**src/rtl/mem_arb_pkg.sv**
```systemverilog
// Shared constants, field positions and state encoding for the main-memory arbiter.
package mem_arb_pkg;

    localparam int MEM_LATENCY = 4;
    localparam int WORDS       = 8;
    localparam int AW          = 16;
    localparam int DW          = 16;

    // Byte address = {block base, word offset, byte-in-word}
    localparam int OFF_LSB  = 1;
    localparam int OFF_MSB  = 3;
    localparam int BASE_LSB = 4;
    localparam int BASE_MSB = AW - 1;
    localparam int CNT_W    = OFF_MSB - OFF_LSB + 1;
    localparam int BASE_W   = BASE_MSB - BASE_LSB + 1;

    typedef enum logic [1:0] {
        IDLE    = 2'd0,
        WRITE   = 2'd1,
        FILL_DC = 2'd2,
        FILL_IC = 2'd3
    } arb_state_t;

    function automatic logic [AW-1:0] word_addr(input logic [BASE_W-1:0] base,
                                                input logic [CNT_W-1:0]  idx);
        return {base, idx, 1'b0};
    endfunction

endpackage

```
**src/rtl/mem_arbiter_if.sv**
```systemverilog
// Cache-side request/fill signals and the main-memory port of the arbiter.
interface mem_arbiter_if;
    import mem_arb_pkg::*;

    logic              ic_req;
    logic [AW-1:0]     ic_addr;
    logic              ic_grant;
    logic              ic_wvalid;
    logic [WORDS-1:0]  ic_word_sel;
    logic              ic_done;

    logic              dc_req;
    logic [AW-1:0]     dc_addr;
    logic              dc_grant;
    logic              dc_wvalid;
    logic [WORDS-1:0]  dc_word_sel;
    logic              dc_done;

    logic              wt_req;
    logic [AW-1:0]     wt_addr;
    logic [DW-1:0]     wt_data;
    logic              wt_ack;

    logic [DW-1:0]     fill_data;
    logic [AW-1:0]     mem_addr;
    logic [DW-1:0]     mem_wdata;
    logic              mem_wr;
    logic              mem_en;
    logic [DW-1:0]     mem_rdata;
    logic              mem_data_valid;

    // Arbiter view
    modport master (
        input  ic_req, ic_addr, dc_req, dc_addr, wt_req, wt_addr, wt_data,
               mem_rdata, mem_data_valid,
        output ic_grant, ic_wvalid, ic_word_sel, ic_done,
               dc_grant, dc_wvalid, dc_word_sel, dc_done,
               wt_ack, fill_data, mem_addr, mem_wdata, mem_wr, mem_en
    );

    // Caches + memory view
    modport slave (
        output ic_req, ic_addr, dc_req, dc_addr, wt_req, wt_addr, wt_data,
               mem_rdata, mem_data_valid,
        input  ic_grant, ic_wvalid, ic_word_sel, ic_done,
               dc_grant, dc_wvalid, dc_word_sel, dc_done,
               wt_ack, fill_data, mem_addr, mem_wdata, mem_wr, mem_en
    );

endinterface

```
**src/rtl/mem_arbiter_fill_sequencer.sv**
```systemverilog
// Pipelined block-fill engine: issues WORDS read addresses back to back and
// tags each returning beat with a one-hot word select; last beat strobes done.
module fill_sequencer
    import mem_arb_pkg::*;
(
    input  logic              clk,
    input  logic              rst,
    input  logic              active,
    input  logic [BASE_W-1:0] base,
    input  logic              mem_data_valid,
    input  logic [DW-1:0]     mem_rdata,
    output logic              issue,
    output logic [AW-1:0]     issue_addr,
    output logic              beat,
    output logic [WORDS-1:0]  word_sel,
    output logic [DW-1:0]     beat_data,
    output logic              done
);

    // MSB of icnt_reg set means all WORDS addresses have been issued
    logic [CNT_W:0]   icnt_reg;
    logic [CNT_W-1:0] rcnt_reg;

    always_ff @(posedge clk) begin
        if (rst || !active || done) begin
            icnt_reg <= '0;
            rcnt_reg <= '0;
        end else begin
            if (!icnt_reg[CNT_W]) begin
                icnt_reg <= icnt_reg + 1'b1;
            end
            if (mem_data_valid) begin
                rcnt_reg <= rcnt_reg + 1'b1;
            end
        end
    end

    assign issue      = active && !icnt_reg[CNT_W];
    assign issue_addr = issue ? word_addr(base, icnt_reg[CNT_W-1:0]) : '0;
    assign beat       = active && mem_data_valid;
    assign beat_data  = beat ? mem_rdata : '0;
    assign done       = beat && (rcnt_reg == CNT_W'(WORDS - 1));

    for (genvar gi = 0; gi < WORDS; gi++) begin : g_sel
        assign word_sel[gi] = beat && (rcnt_reg == CNT_W'(gi));
    end

endmodule

```
**src/rtl/mem_arbiter.sv**
```systemverilog
// Shared main-memory arbiter: write-through stores beat D fills beat I fills;
// one fill sequencer is shared and its outputs steered to the granted cache.
module mem_arbiter
    import mem_arb_pkg::*;
(
    input  logic          clk,
    input  logic          rst,
    mem_arbiter_if.master bus
);

    arb_state_t        state_reg, state_next;
    logic [BASE_W-1:0] base_reg;
    logic [AW-1:0]     wt_addr_reg;
    logic [DW-1:0]     wt_data_reg;

    logic              seq_active;
    logic              seq_issue;
    logic [AW-1:0]     seq_issue_addr;
    logic              seq_beat;
    logic [WORDS-1:0]  seq_word_sel;
    logic [DW-1:0]     seq_data;
    logic              seq_done;

    // Fills always start at word 0, so the in-block offset is never used
    logic unused_addr_bits;
    assign unused_addr_bits = ^{bus.ic_addr[OFF_MSB:0], bus.dc_addr[OFF_MSB:0]};

    assign seq_active = (state_reg == FILL_DC) || (state_reg == FILL_IC);

    fill_sequencer u_seq (
        .clk            (clk),
        .rst            (rst),
        .active         (seq_active),
        .base           (base_reg),
        .mem_data_valid (bus.mem_data_valid),
        .mem_rdata      (bus.mem_rdata),
        .issue          (seq_issue),
        .issue_addr     (seq_issue_addr),
        .beat           (seq_beat),
        .word_sel       (seq_word_sel),
        .beat_data      (seq_data),
        .done           (seq_done)
    );

    always_ff @(posedge clk) begin
        if (rst) begin
            state_reg   <= IDLE;
            base_reg    <= '0;
            wt_addr_reg <= '0;
            wt_data_reg <= '0;
        end else begin
            state_reg <= state_next;
            if (state_reg == IDLE) begin
                base_reg    <= bus.dc_req ? bus.dc_addr[BASE_MSB:BASE_LSB]
                                          : bus.ic_addr[BASE_MSB:BASE_LSB];
                wt_addr_reg <= bus.wt_addr;
                wt_data_reg <= bus.wt_data;
            end
        end
    end

    // D side first: its miss belongs to the older instruction
    always_comb begin
        state_next = state_reg;
        case (state_reg)
            IDLE: begin
                if (bus.wt_req)      state_next = WRITE;
                else if (bus.dc_req) state_next = FILL_DC;
                else if (bus.ic_req) state_next = FILL_IC;
            end
            WRITE:   state_next = IDLE;
            FILL_DC: if (seq_done) state_next = IDLE;
            FILL_IC: if (seq_done) state_next = IDLE;
            default: state_next = IDLE;
        endcase
    end

    always_comb begin
        bus.ic_grant    = 1'b0;
        bus.ic_wvalid   = 1'b0;
        bus.ic_word_sel = '0;
        bus.ic_done     = 1'b0;
        bus.dc_grant    = 1'b0;
        bus.dc_wvalid   = 1'b0;
        bus.dc_word_sel = '0;
        bus.dc_done     = 1'b0;
        bus.wt_ack      = 1'b0;
        bus.fill_data   = seq_data;
        bus.mem_addr    = '0;
        bus.mem_wdata   = '0;
        bus.mem_wr      = 1'b0;
        bus.mem_en      = 1'b0;
        case (state_reg)
            WRITE: begin
                bus.mem_en    = 1'b1;
                bus.mem_wr    = 1'b1;
                bus.mem_addr  = wt_addr_reg;
                bus.mem_wdata = wt_data_reg;
                bus.wt_ack    = 1'b1;
            end
            FILL_DC: begin
                bus.dc_grant    = 1'b1;
                bus.dc_wvalid   = seq_beat;
                bus.dc_word_sel = seq_word_sel;
                bus.dc_done     = seq_done;
                bus.mem_en      = seq_issue;
                bus.mem_addr    = seq_issue_addr;
            end
            FILL_IC: begin
                bus.ic_grant    = 1'b1;
                bus.ic_wvalid   = seq_beat;
                bus.ic_word_sel = seq_word_sel;
                bus.ic_done     = seq_done;
                bus.mem_en      = seq_issue;
                bus.mem_addr    = seq_issue_addr;
            end
            default: ;
        endcase
    end

endmodule

```
**src/flat_wrapper.sv**
```systemverilog
// flat-port wrapper written by rule: the top's interface ports become plain ports
module mem_arbiter_flat import mem_arb_pkg::*;
  (clk, rst, bus_ic_req, bus_ic_addr, bus_dc_req, bus_dc_addr, bus_wt_req, bus_wt_addr, bus_wt_data, bus_mem_rdata, bus_mem_data_valid, bus_ic_grant, bus_ic_wvalid, bus_ic_word_sel, bus_ic_done, bus_dc_grant, bus_dc_wvalid, bus_dc_word_sel, bus_dc_done, bus_wt_ack, bus_fill_data, bus_mem_addr, bus_mem_wdata, bus_mem_wr, bus_mem_en);
  mem_arbiter_if bus_i ();
  input  logic clk;
  input  logic rst;
  input wire logic [$bits(bus_i.ic_req)-1:0] bus_ic_req;
  input wire logic [$bits(bus_i.ic_addr)-1:0] bus_ic_addr;
  input wire logic [$bits(bus_i.dc_req)-1:0] bus_dc_req;
  input wire logic [$bits(bus_i.dc_addr)-1:0] bus_dc_addr;
  input wire logic [$bits(bus_i.wt_req)-1:0] bus_wt_req;
  input wire logic [$bits(bus_i.wt_addr)-1:0] bus_wt_addr;
  input wire logic [$bits(bus_i.wt_data)-1:0] bus_wt_data;
  input wire logic [$bits(bus_i.mem_rdata)-1:0] bus_mem_rdata;
  input wire logic [$bits(bus_i.mem_data_valid)-1:0] bus_mem_data_valid;
  output wire logic [$bits(bus_i.ic_grant)-1:0] bus_ic_grant;
  output wire logic [$bits(bus_i.ic_wvalid)-1:0] bus_ic_wvalid;
  output wire logic [$bits(bus_i.ic_word_sel)-1:0] bus_ic_word_sel;
  output wire logic [$bits(bus_i.ic_done)-1:0] bus_ic_done;
  output wire logic [$bits(bus_i.dc_grant)-1:0] bus_dc_grant;
  output wire logic [$bits(bus_i.dc_wvalid)-1:0] bus_dc_wvalid;
  output wire logic [$bits(bus_i.dc_word_sel)-1:0] bus_dc_word_sel;
  output wire logic [$bits(bus_i.dc_done)-1:0] bus_dc_done;
  output wire logic [$bits(bus_i.wt_ack)-1:0] bus_wt_ack;
  output wire logic [$bits(bus_i.fill_data)-1:0] bus_fill_data;
  output wire logic [$bits(bus_i.mem_addr)-1:0] bus_mem_addr;
  output wire logic [$bits(bus_i.mem_wdata)-1:0] bus_mem_wdata;
  output wire logic [$bits(bus_i.mem_wr)-1:0] bus_mem_wr;
  output wire logic [$bits(bus_i.mem_en)-1:0] bus_mem_en;
  assign bus_i.ic_req = bus_ic_req;
  assign bus_i.ic_addr = bus_ic_addr;
  assign bus_i.dc_req = bus_dc_req;
  assign bus_i.dc_addr = bus_dc_addr;
  assign bus_i.wt_req = bus_wt_req;
  assign bus_i.wt_addr = bus_wt_addr;
  assign bus_i.wt_data = bus_wt_data;
  assign bus_i.mem_rdata = bus_mem_rdata;
  assign bus_i.mem_data_valid = bus_mem_data_valid;
  assign bus_ic_grant = bus_i.ic_grant;
  assign bus_ic_wvalid = bus_i.ic_wvalid;
  assign bus_ic_word_sel = bus_i.ic_word_sel;
  assign bus_ic_done = bus_i.ic_done;
  assign bus_dc_grant = bus_i.dc_grant;
  assign bus_dc_wvalid = bus_i.dc_wvalid;
  assign bus_dc_word_sel = bus_i.dc_word_sel;
  assign bus_dc_done = bus_i.dc_done;
  assign bus_wt_ack = bus_i.wt_ack;
  assign bus_fill_data = bus_i.fill_data;
  assign bus_mem_addr = bus_i.mem_addr;
  assign bus_mem_wdata = bus_i.mem_wdata;
  assign bus_mem_wr = bus_i.mem_wr;
  assign bus_mem_en = bus_i.mem_en;
  mem_arbiter u_core (.clk(clk), .rst(rst), .bus(bus_i));
endmodule
```
**config.mk**
```make
export PLATFORM = sky130hd
export DESIGN_NAME = mem_arbiter_flat
export DESIGN_NICKNAME = d
export VERILOG_FILES = /design/src/rtl/mem_arb_pkg.sv /design/src/rtl/mem_arbiter_if.sv /design/src/rtl/mem_arbiter_fill_sequencer.sv /design/src/rtl/mem_arbiter.sv /design/src/flat_wrapper.sv
export SDC_FILE = /design/constraint.sdc
export NUM_CORES = 1
export LEC_CHECK = 0
export CORE_MARGIN = 4
export CORE_UTILIZATION = 37
export CTS_CLUSTER_SIZE = 40
export DETAILED_ROUTE_END_ITERATION = 8
export HOLD_SLACK_MARGIN = 0.03
export PLACE_DENSITY = 0.8
export SETUP_SLACK_MARGIN = 0.1
export SYNTH_ARGS = -nofsm -noshare
export SYNTH_HDL_FRONTEND = slang
export SYNTH_SLANG_ARGS = --single-unit
export TNS_END_PERCENT = 20
```
**constraint.sdc**
```tcl
create_clock -name clk -period 1.48 [get_ports clk]
set_input_delay 0.148 -clock clk [delete_from_list [all_inputs] [get_ports clk]]
set_output_delay 0.148 -clock clk [all_outputs]
set_load 0.005 [all_outputs]
```
==> results_dict.tcl <==
set metrics [dict create \
    status "finished with violations" \
    violations "setup timing" \
    grt_pass1_wl_um 15000 \
    clk_path_buf_depth 2 \
    slew_viol_final 0 \
    via_per_inst 5.02 \
    grt_start_max_net_pins 25 \
    placed_cell_area_um2 4300 \
    synthesis.area_um2 2590 \
    min_path_type "in2reg" \
    multiInputGateArea_um2 1770 \
    gr-total-overflow 0 \
    seqPwrFrac 0.412 \
    vias 3055 \
    die_area_um2 8400 \
    finalNetCount 605 \
    cts_hold_buf 0 \
    port_buffers 150 \
    cts.sinks 53 \
    slew_headroom 0.765 \
    dr.first_iter.drc_count 95 \
    synth_nets 433 \
    clkPwrFrac 0.201 \
    finalPower_w 0.00407 \
    crit_path_max_fanout 5 \
    p_comb_frac 0.387 \
    cp.required_ns 1.33 \
    syn2layout_area_growth_pct 88.7 \
    finClkSkew_ns 0.0129 \
    setup_viol_count_final 47 \
    worst_skew_pair.late_latency_ns 0.30 \
    post-dp-hpwl_um 6510 \
    max_freq_mhz 615 \
    min_from "rst" \
    synth-seq-cells 53 \
    layout_common_cells "nand2_1 (78), clkdlybuf4s50_1 (75), buf_2 (55), dfxtp_1 (48), buf_6 (32)" \
    startpoint_type "flip-flop" \
    die_w_um 91.6 \
    antenna_found_initial 0 \
    drive_gt1_frac 0.386 \
    swShare 0.319 \
    worst_pin_slew_ns 0.352 \
    end_kind "output port" \
    finalWeightedCongestion 0.905 \
    grt_pass1_vias 3036 \
    p_leak_nw 2.19 \
    drv_cap 0 \
    regArea_um2 1070 \
    finalWorstSetupSlack_ns -0.146 \
    hold_viol 0 \
    p_int_w 0.00277 \
    wl_um 10000 \
    min_period_ns 1.63 \
    drt_pass1_iterations 4 \
    wl_per_cell_um 16.4 \
    grt_setup_unrepaired "true" \
    finalCritPeriodShare 1.10 \
    crit_type "reg2out" \
    antennaDiodeCount 0 \
    htreeDepth 2 \
    tritoncts "built" \
    fillCellCount 531 \
    placementRows 30 \
    crit_arrival_ns 1.48 \
    post_synth.cell_area_avg_um2 7.61 \
    gr-usage-all-layers 0.220 \
    power_density_nw_per_um2 834 \
    layout_commonest_cell "nand2_1" \
    synth_warnings 0 \
    reg2reg_from "u_core.state_reg[1]$_SDFFE_PP0P_" \
    seq_area_frac_synth 0.410 \
    cts_inserted_buffers 5 \
    start_util 0.381 \
    cts_root_buffer "clkbuf_8" \
    drc 0 \
    core-area_um2 6790 \
    postRouteAntennaNets 0 \
    path_clk_slew_ns 0.10 \
    worstSetupStartpoint "u_core.state_reg[1]$_SDFFE_PP0P_" \
    vdd_drop_max_uv 547 \
    io_pins 159 \
    synth_cell_types 27 \
    die_h_um 91.6 \
    netSwitchingPower_w 0.00130 \
    final_area_um2 4880 \
    synthCells 340 \
]
what timing repair did:
action / in CTS / in global routing
gates cloned: 6 / 0
pin swaps: 34 / 26
resized for setup: 370 / 66
setup endpoints to repair: 108 / 109
buffers inserted: 14 / 1
endpoints found under the hold margin: 0 / 0
kinds of logic (layout without fill, tap and decap cells):
family,count (synthesis),in the layout,share of synthesized area
flops,53,53,0.410
simple gates,165,165,0.288
compound gates,76,76,0.188
xor+xnor,3,3,0.0102
fa+ha+maj,7,7,0.0338
mux,2,2,0.00774
buf+inv,34,207,0.0624
cells in the mapped netlist:
| library cell | instances | area, um2 |
|---|---|---|
| a211oi_1 | 13 | 97.6 |
| a21oi_1 | 45 | 225 |
| a22o_1 | 15 | 131 |
| a31oi_1 | 1 | 6.26 |
| and2_0 | 1 | 6.26 |
| and2_1 | 18 | 113 |
| and3_1 | 20 | 125 |
| buf_2 | 6 | 30.0 |
| buf_4 | 5 | 37.5 |
| buf_6 | 1 | 11.3 |
| clkbuf_1 | 17 | 63.8 |
| dfxtp_1 | 53 | 1060 |
| ha_1 | 7 | 87.6 |
| inv_1 | 5 | 18.8 |
| mux2i_1 | 2 | 20.0 |
| nand2_1 | 84 | 315 |
| nand3b_2 | 1 | 11.3 |
| nor2_1 | 31 | 116 |
| nor2_2 | 2 | 12.5 |
| nor2b_1 | 3 | 18.8 |
| nor3_1 | 3 | 15.0 |
| o32ai_1 | 1 | 8.76 |
| o41ai_2 | 1 | 16.3 |
| or2_1 | 1 | 6.26 |
| or2_2 | 1 | 6.26 |
| xnor2_1 | 2 | 17.5 |
| xor2_1 | 1 | 8.76 |
per-stage QoR:
stage | util | setup TNS [ns] | std cells | setup slack (ns) | hold slack, ns
2_1_floorplan | - | 0 | 340 | 0.229 | 0.249
3_3_place_gp | 0.632 | -11.78 | 581 | -0.360 | 0.438
3_5_place_dp | 0.632 | -14.04 | 581 | -0.468 | 0.443
4_1_cts | 0.676 | -3.75 | 609 | -0.142 | 0.206
5_1_grt | 0.719 | -6.85 | 609 | -0.202 | 0.264
6_report | 0.719 | -4.03 | 609 | -0.146 | 0.248
power groups by stage:
| stage | Sequential, W | Clock [W] | Combinational, W |
|---|---|---|---|
| floorplan | 0.00167 | 0 | 0.000558 |
| global placement | 0.00169 | 0 | 0.00116 |
| detailed placement | 0.00170 | 0 | 0.00118 |
| CTS | 0.00167 | 0.000831 | 0.00139 |
| global route | 0.00169 | 0.000899 | 0.00169 |
| finish | 0.00168 | 0.000819 | 0.00158 |
critical path: stages (launching register included):
cell and delay (ns):
dfxtp_4 0.39, nor2_4 0.23, buf_6 0.14, buf_12 0.10
buf_6 0.10, and2_4 0.13, buf_6 0.08
worst paths after layout:
path | to | slack, ns | cells after the start
max | bus_mem_wdata[13] | -0.15 | 6
min | u_core.wt_data_reg[11]$_SDFFE_PP0N_ | 0.25 | 2
max reg2reg | u_core.state_reg[0]$_SDFFE_PP0P_ | 0.05 | 5
min reg2reg | u_core.wt_data_reg[12]$_SDFFE_PP0N_ | 0.46 | 2
area by class of cell:
type,instances,share of cell area
Inverter,5,0.00384
Clock inverter,2,0.00308
Timing Repair Buffer,194,0.372
Clock buffer,6,0.0149
Sequential cell,53,0.220
Tap cell,96,0.0246
Multi-Input combinational cell,253,0.362
layer usage:
metal,part of all wire,up-vias,global-route usage
li1,-,1480,-
met1,0.39,1439,0.259
met2,0.52,121,0.381
met3,0.073,15,0.0541
met4,0.016,0,0.0879
met5,0,-,0
Power figures use the tool's default switching activity.
